**config.mk**
```make
export PLATFORM = sky130hd
export DESIGN_NAME = spi_stream_sequencer
export DESIGN_NICKNAME = d
export VERILOG_FILES = /design/src/rtl/spi_seq_pkg.sv /design/src/rtl/spi_shift_out.sv /design/src/rtl/spi_stream_sequencer.sv
export SDC_FILE = /design/constraint.sdc
export NUM_CORES = 1
export LEC_CHECK = 0
export CAP_MARGIN = 30
export CORE_ASPECT_RATIO = 2
export CORE_MARGIN = 2
export CORE_UTILIZATION = 45
export CTS_CLUSTER_DIAMETER = 30
export CTS_CLUSTER_SIZE = 28
export DETAILED_ROUTE_END_ITERATION = 8
export DONT_BUFFER_PORTS = 1
export HOLD_SLACK_MARGIN = 0.02
export SYNTH_ARGS = -nofsm -noshare
export SYNTH_HDL_FRONTEND = slang
export SYNTH_SLANG_ARGS = --single-unit
```
**constraint.sdc**
```tcl
create_clock -name clk -period 7.03 [get_ports clk]
set_clock_uncertainty 0.2 [all_clocks]
set_input_delay 0.703 -clock clk [delete_from_list [all_inputs] [get_ports clk]]
set_output_delay 0.703 -clock clk [all_outputs]
set_load 0.1 [all_outputs]
```
**src/rtl/spi_seq_pkg.sv**
```systemverilog
// ============================================================================
// Module  : spi_seq_pkg
// Purpose : Shared state encoding and helpers for the SPI stream sequencer.
// Revision: 1.0  initial release
// ============================================================================
`default_nettype none

package spi_seq_pkg;

   typedef enum logic [1:0] {
      IDLE  = 2'd0,
      FETCH = 2'd1,
      SHIFT = 2'd2
   } seq_state_t;

   // Bit counter must be able to hold DATA_W itself (frame-complete marker).
   function automatic int bitcnt_w(input int dataW);
      return $clog2(dataW + 1);
   endfunction

   // Wraps to startA after endA; callers truncate to their address width.
   function automatic logic [31:0] next_addr(input logic [31:0] addr,
                                             input logic [31:0] endA,
                                             input logic [31:0] startA);
      return (addr == endA) ? startA : addr + 32'd1;
   endfunction

endpackage

`default_nettype wire

```
**src/rtl/spi_shift_out.sv**
```systemverilog
// ============================================================================
// Module  : spi_shift_out
// Purpose : MSB-first SPI mode-0 shifter driven by sclk edge strobes.
// Revision: 1.0  initial release
// ============================================================================
`default_nettype none

module spi_shift_out
   import spi_seq_pkg::*;
#(
   parameter int DATA_W = 8
)(
   input  logic              clk,
   input  logic              resetN,
   input  logic              en_i,
   input  logic              load_i,
   input  logic              clr_i,
   input  logic [DATA_W-1:0] data_i,
   input  logic              posEdge_i,
   input  logic              negEdge_i,
   output logic              mosi_o,
   output logic              frameDone_o
);

   localparam int                BITCNT_W = bitcnt_w(DATA_W);
   localparam logic [BITCNT_W-1:0] C_FULL = BITCNT_W'(DATA_W);

   logic [DATA_W-1:0]   shReg_q;
   logic [BITCNT_W-1:0] bitCnt_q;
   logic                mosi_q;

   assign mosi_o      = mosi_q;
   assign frameDone_o = en_i && negEdge_i && (bitCnt_q == C_FULL);

   always_ff @(posedge clk or negedge resetN) begin
      if (!resetN) begin
         shReg_q  <= '0;
         bitCnt_q <= '0;
         mosi_q   <= 1'b0;
      end else if (load_i) begin
         shReg_q  <= data_i;
         bitCnt_q <= '0;
         mosi_q   <= data_i[DATA_W-1];
      end else if (clr_i) begin
         bitCnt_q <= '0;
         mosi_q   <= 1'b0;
      end else if (en_i) begin
         if (posEdge_i && (bitCnt_q != C_FULL))
            bitCnt_q <= bitCnt_q + 1'b1;
         // Bit 0 of the counter range means the MSB has not been sampled yet.
         if (negEdge_i && (bitCnt_q != '0) && (bitCnt_q != C_FULL)) begin
            shReg_q <= {shReg_q[DATA_W-2:0], 1'b0};
            mosi_q  <= shReg_q[DATA_W-2];
         end
      end
   end

endmodule

`default_nettype wire

```
**src/rtl/spi_stream_sequencer.sv**
```systemverilog
// ============================================================================
// Module  : spi_stream_sequencer
// Purpose : Streams memory bytes startAddr..endAddr gap-free over SPI mode 0.
//           Optional looping is enabled by defining SPI_SEQ_LOOP_EN.
// Revision: 1.0  initial release
// ============================================================================
`default_nettype none

module spi_stream_sequencer
   import spi_seq_pkg::*;
#(
   parameter int ADDR_W  = 16,
   parameter int DATA_W  = 8,
   parameter int MEM_LAT = 1
)(
   input  logic              clk,
   input  logic              resetN,
   input  logic              sclkPosEdge,
   input  logic              sclkNegEdge,
   input  logic              start,
   input  logic              stop,
`ifdef SPI_SEQ_LOOP_EN
   input  logic              loopEn,
`endif
   input  logic [ADDR_W-1:0] startAddr,
   input  logic [ADDR_W-1:0] endAddr,
   output logic [ADDR_W-1:0] memAddr,
   output logic              memRdEn,
   input  logic [DATA_W-1:0] memData,
   output logic              mosi,
   output logic              csN,
   output logic              busy,
   output logic              done
);

   seq_state_t         state_q;
   logic [ADDR_W-1:0]  startAddr_q, endAddr_q, curAddr_q, memAddr_q;
   logic [MEM_LAT-1:0] rdVld_q;
   logic [DATA_W-1:0]  pfData_q;
   logic               memRdEn_q, csN_q, busy_q, done_q, stopPend_q, loop_q;

   logic               loopReq_d, dataVld_d, frameDone_d, lastFrame_d, noPf_d;
   logic               load_d, clr_d;
   logic [ADDR_W-1:0]  nextAddr_d;
   logic [DATA_W-1:0]  loadData_d;

`ifdef SPI_SEQ_LOOP_EN
   assign loopReq_d = loopEn;
`else
   assign loopReq_d = 1'b0;
`endif

   assign dataVld_d   = rdVld_q[MEM_LAT-1];
   assign nextAddr_d  = ADDR_W'(next_addr(32'(memAddr_q), 32'(endAddr_q), 32'(startAddr_q)));
   assign lastFrame_d = (!loop_q && (curAddr_q == endAddr_q)) || stopPend_q || stop;
   // One-shot streams never read beyond endAddr.
   assign noPf_d      = !loop_q && (memAddr_q == endAddr_q);
   assign load_d      = ((state_q == FETCH) && dataVld_d) || (frameDone_d && !lastFrame_d);
   assign clr_d       = frameDone_d && lastFrame_d;
   assign loadData_d  = (state_q == FETCH) ? memData : pfData_q;

   assign memAddr = memAddr_q;
   assign memRdEn = memRdEn_q;
   assign csN     = csN_q;
   assign busy    = busy_q;
   assign done    = done_q;

   spi_shift_out #(.DATA_W(DATA_W)) u_shift (
      .clk         (clk),
      .resetN      (resetN),
      .en_i        (state_q == SHIFT),
      .load_i      (load_d),
      .clr_i       (clr_d),
      .data_i      (loadData_d),
      .posEdge_i   (sclkPosEdge),
      .negEdge_i   (sclkNegEdge),
      .mosi_o      (mosi),
      .frameDone_o (frameDone_d)
   );

   always_ff @(posedge clk or negedge resetN) begin
      if (!resetN) begin
         state_q     <= IDLE;
         startAddr_q <= '0;
         endAddr_q   <= '0;
         curAddr_q   <= '0;
         memAddr_q   <= '0;
         rdVld_q     <= '0;
         pfData_q    <= '0;
         memRdEn_q   <= 1'b0;
         csN_q       <= 1'b1;
         busy_q      <= 1'b0;
         done_q      <= 1'b0;
         stopPend_q  <= 1'b0;
         loop_q      <= 1'b0;
      end else begin
         memRdEn_q <= 1'b0;
         done_q    <= 1'b0;
         rdVld_q   <= MEM_LAT'({rdVld_q, memRdEn_q});
         case (state_q)
            IDLE: begin
               if (start && !stop) begin
                  startAddr_q <= startAddr;
                  endAddr_q   <= endAddr;
                  loop_q      <= loopReq_d;
                  memAddr_q   <= startAddr;
                  memRdEn_q   <= 1'b1;
                  busy_q      <= 1'b1;
                  stopPend_q  <= 1'b0;
                  state_q     <= FETCH;
               end
            end
            FETCH: begin
               if (stop) stopPend_q <= 1'b1;
               if (dataVld_d) begin
                  csN_q     <= 1'b0;
                  curAddr_q <= memAddr_q;
                  if (!noPf_d) begin
                     memAddr_q <= nextAddr_d;
                     memRdEn_q <= 1'b1;
                  end
                  state_q <= SHIFT;
               end
            end
            SHIFT: begin
               if (stop) stopPend_q <= 1'b1;
               if (dataVld_d) pfData_q <= memData;
               if (frameDone_d) begin
                  if (lastFrame_d) begin
                     csN_q      <= 1'b1;
                     done_q     <= 1'b1;
                     busy_q     <= 1'b0;
                     stopPend_q <= 1'b0;
                     state_q    <= IDLE;
                  end else begin
                     // Prefetched byte becomes the current frame; fetch the one after it.
                     curAddr_q <= memAddr_q;
                     if (!noPf_d) begin
                        memAddr_q <= nextAddr_d;
                        memRdEn_q <= 1'b1;
                     end
                  end
               end
            end
            default: state_q <= IDLE;
         endcase
      end
   end

endmodule

`default_nettype wire

```
==> results.toml <==
[status]
outcome = "finished, final reports clean"

[clocking]
htree_levels = 3
cts_root_buffer = "clkbuf_16"
cts_repair_resize_count = 0
tritoncts_clock_tree = "yes"
clkSlewWorstSetupHoldPaths_ns = 0.06
cts_made_buffers = 9
cts.repair_timing.setup_buffer_count = 0
worstSkewPairLatency_ns = 0.34
post_cts_hold_buffer_count = 1
cts.sinks = 76
maximum_clock_path_buffer_count = 2

[setup_path]
crit_family = "compound AO/OA/AOI/OAI gates"
worst_ep_required_time_ns = 7.06
cell_occurring_most_often_along_the_worst_timing_path = "inv_1"
critical-path-max-stage-delay_ns = 0.56
start_kind = "register"
path_buf_inv = 3
path_max_fanout = 24
worstPathCellList = "inv_1, ha_1, inv_1, o21ai_2, a211oi_4, o21ai_4, buf_16, nor4b_2, a211o_1"
cp-end-kind = "register"
criticalPathCategory = "register to register"
worst_path_max_delay_cell = "ha_1"
critPathArrivalTime_ns = 2.91

[placement]
preCtsSetupSlack_ns = 4.049
dp_hpwl_mm = 7.175
place_area_um2 = 4587
io_buffers = 0
globalplace.congestion = 0.7810

[timing]
final_max_slew_viol_count = 0
max_slew.worst_pin.slew_ns = 0.9613
grt_setup_unrepaired = "no"
final.period_utilization_pct = 41.03
setup_total_negative_slack_ns = 0
finalSetupViolCount = 0
timing.final.hold_violations = 0
fmax_ghz = 0.3467
period_minus_slack_ns = 2.884
final.setup.worst_slack_ns = 4.146
slew-limit-headroom_pct = 35.91

[floorplan]
floorplan.rows = 50
initial_standard_cell_utilization_of_the_core_pct = 45.99
floorplan.die.height_um = 142.0
floorplan.core_area_um2 = 9321
io_pins = 67
die_area_um2 = 10370
floorplan.die.width_um = 73.02

[flow_run]
timing.max_cap.violations = 0

[finish]
final_common_cell = "dfrtp_1"
design.final.nets = 441
mostFrequentLayoutCells = "75 x dfrtp_1, 34 x xnor2_1, 30 x mux2_2"
final_cell_area_um2 = 4933
multi_input_comb_area_um2 = 2202
drive_above_1_share_pct = 26.21
n_fill_cell = 845
area_delta_synth_final_pct = 15.09
ant_cells = 0
area.sequential_um2 = 1903
fin_util_pct = 52.93

[synthesis]
portion_of_netlist_area_occupied_by_mux_cells_pct = 14.19
synth_top_family_by_area = "simple AND/OR/NAND/NOR gates"
synthesis.area_per_instance_um2 = 11.28
synth-compound-area-share_pct = 10.60
yosys_warnings = 0
synth_ff_type = "dfrtp_1"
synth_xor_area_share_pct = 7.151
synth_cell_type_count = 58
synth_async_sr_flop_share_pct = 100.0
ys_ff_latch = 76
synth_simple_gate_area_share_pct = 17.40
yosysSeqAreaShare_pct = 44.40
synth_edf_count = 0
synth_adder_area_share_pct = 2.043
syn_inst = 380
synth_nets = 433
netlist_area_um2 = 4287

[hold_path]
worst_hold_path_type = "primary input to asynchronous set/reset pin"

[detailed_routing]
drc = 0
route.antenna.remaining_nets = 0
drt_iter0_drc = 106
wire_per_inst_um = 19.49
detail_route.first_pass.iterations = 4
routed-via-count = 2875
post_dr_vias_cell = 5.785
routed_wl_mm = 9.687

[global_route]
globalRouteTotalUtil_pct = 20.15
remaining_global_route_overflow = 0
number_of_global_route_vias_before_repair = 3051
antenna_violations_before_repair = 0
grt_first_pass_wirelength_mm = 15.59
pin_count_of_the_biggest_net_entering_global_routing = 77
worst paths after layout:
check	start	endpoint	slack, ns	cells past startpoint
setup / recovery	state_q[1]	memAddr[4]	4.15	9
hold / removal	resetN	u_shift.shReg_q[0]	0.06	1
setup reg to reg	state_q[1]	memAddr[4]	4.15	9
hold reg to reg	pfData_q[1]	pfData_q[1]	0.30	1
max in group asynchronous	resetN	csN	6.21	1
min in group clk	pfData_q[1]	pfData_q[1]	0.30	1
cells in the mapped netlist, drive strengths merged, types with 2 or more instances:
library cell	instances	area, um^2
clkbuf	11	45.04
o21ai	16	95.10
ha	7	87.58
o32ai	2	17.52
or3	2	17.52
xnor2	34	297.8
nand2	23	88.84
dfrtp	75	1877
nor4b	9	135.1
a211o	11	96.34
inv	12	45.04
a211oi	7	65.06
o2111a	2	22.52
mux2	40	488.0
o311a	2	20.02
nor4	3	46.29
a21oi	16	80.08
nand4	10	62.56
nand3b	3	22.52
nor2	14	57.55
or2	5	33.78
nor2b	8	50.05
mux2i	12	120.1
nand3	14	75.07
nor3b	3	33.78
buf	13	91.33
nand2b	12	75.07
sequential cells by signal, indices dropped and copies added (netlist names):
name / cells
dataVld_d: 1
memRdEn: 1
csN: 1
u_shift.bitCnt_q: 4
u_shift.shReg_q: 7
u_shift.mosi_o: 1
state_q: 2
curAddr_q: 16
done: 1
stopPend_q: 1
memAddr: 16
endAddr_q: 16
pfData_q: 8
busy: 1
final cells by class:
cell class	count	share of cell area [%]
Clock buffer	12	5.199
Clock inverter	4	0.9637
Inverter	12	0.9130
Multi-Input combinational cell	268	44.64
Sequential cell	76	38.57
Tap cell	104	2.638
Timing Repair Buffer	21	7.076
logic make-up after synthesis:
group                      Yosys count
AOI/OAI and AO/OA                   63
xor gates and xnor gates            35
adders and majority gates            7
buffers and inverters               36
DFF                                 76
muxes                               52
and+or+nand+nor                    111
routing by layer:
metal	global-route usage [%]	up-vias	part of all wire, %
met5	0	-	0
met4	9.747	0	3.0
met3	5.170	18	4.6
met2	37.08	66	58
met1	20.11	1428	35
li1	-	1363	-
stage by stage:
step	hold slack [ns]	instances
2_1_floorplan	0.2074	380
3_3_place_gp	0.2093	470
3_5_place_dp	0.2096	479
4_1_cts	0.07501	496
5_1_grt	0.08167	497
6_report	0.05987	497
Power is left out: the tool's default activity adds up to more than one toggle a clock period on the data nets, which glitch-free logic cannot reach.
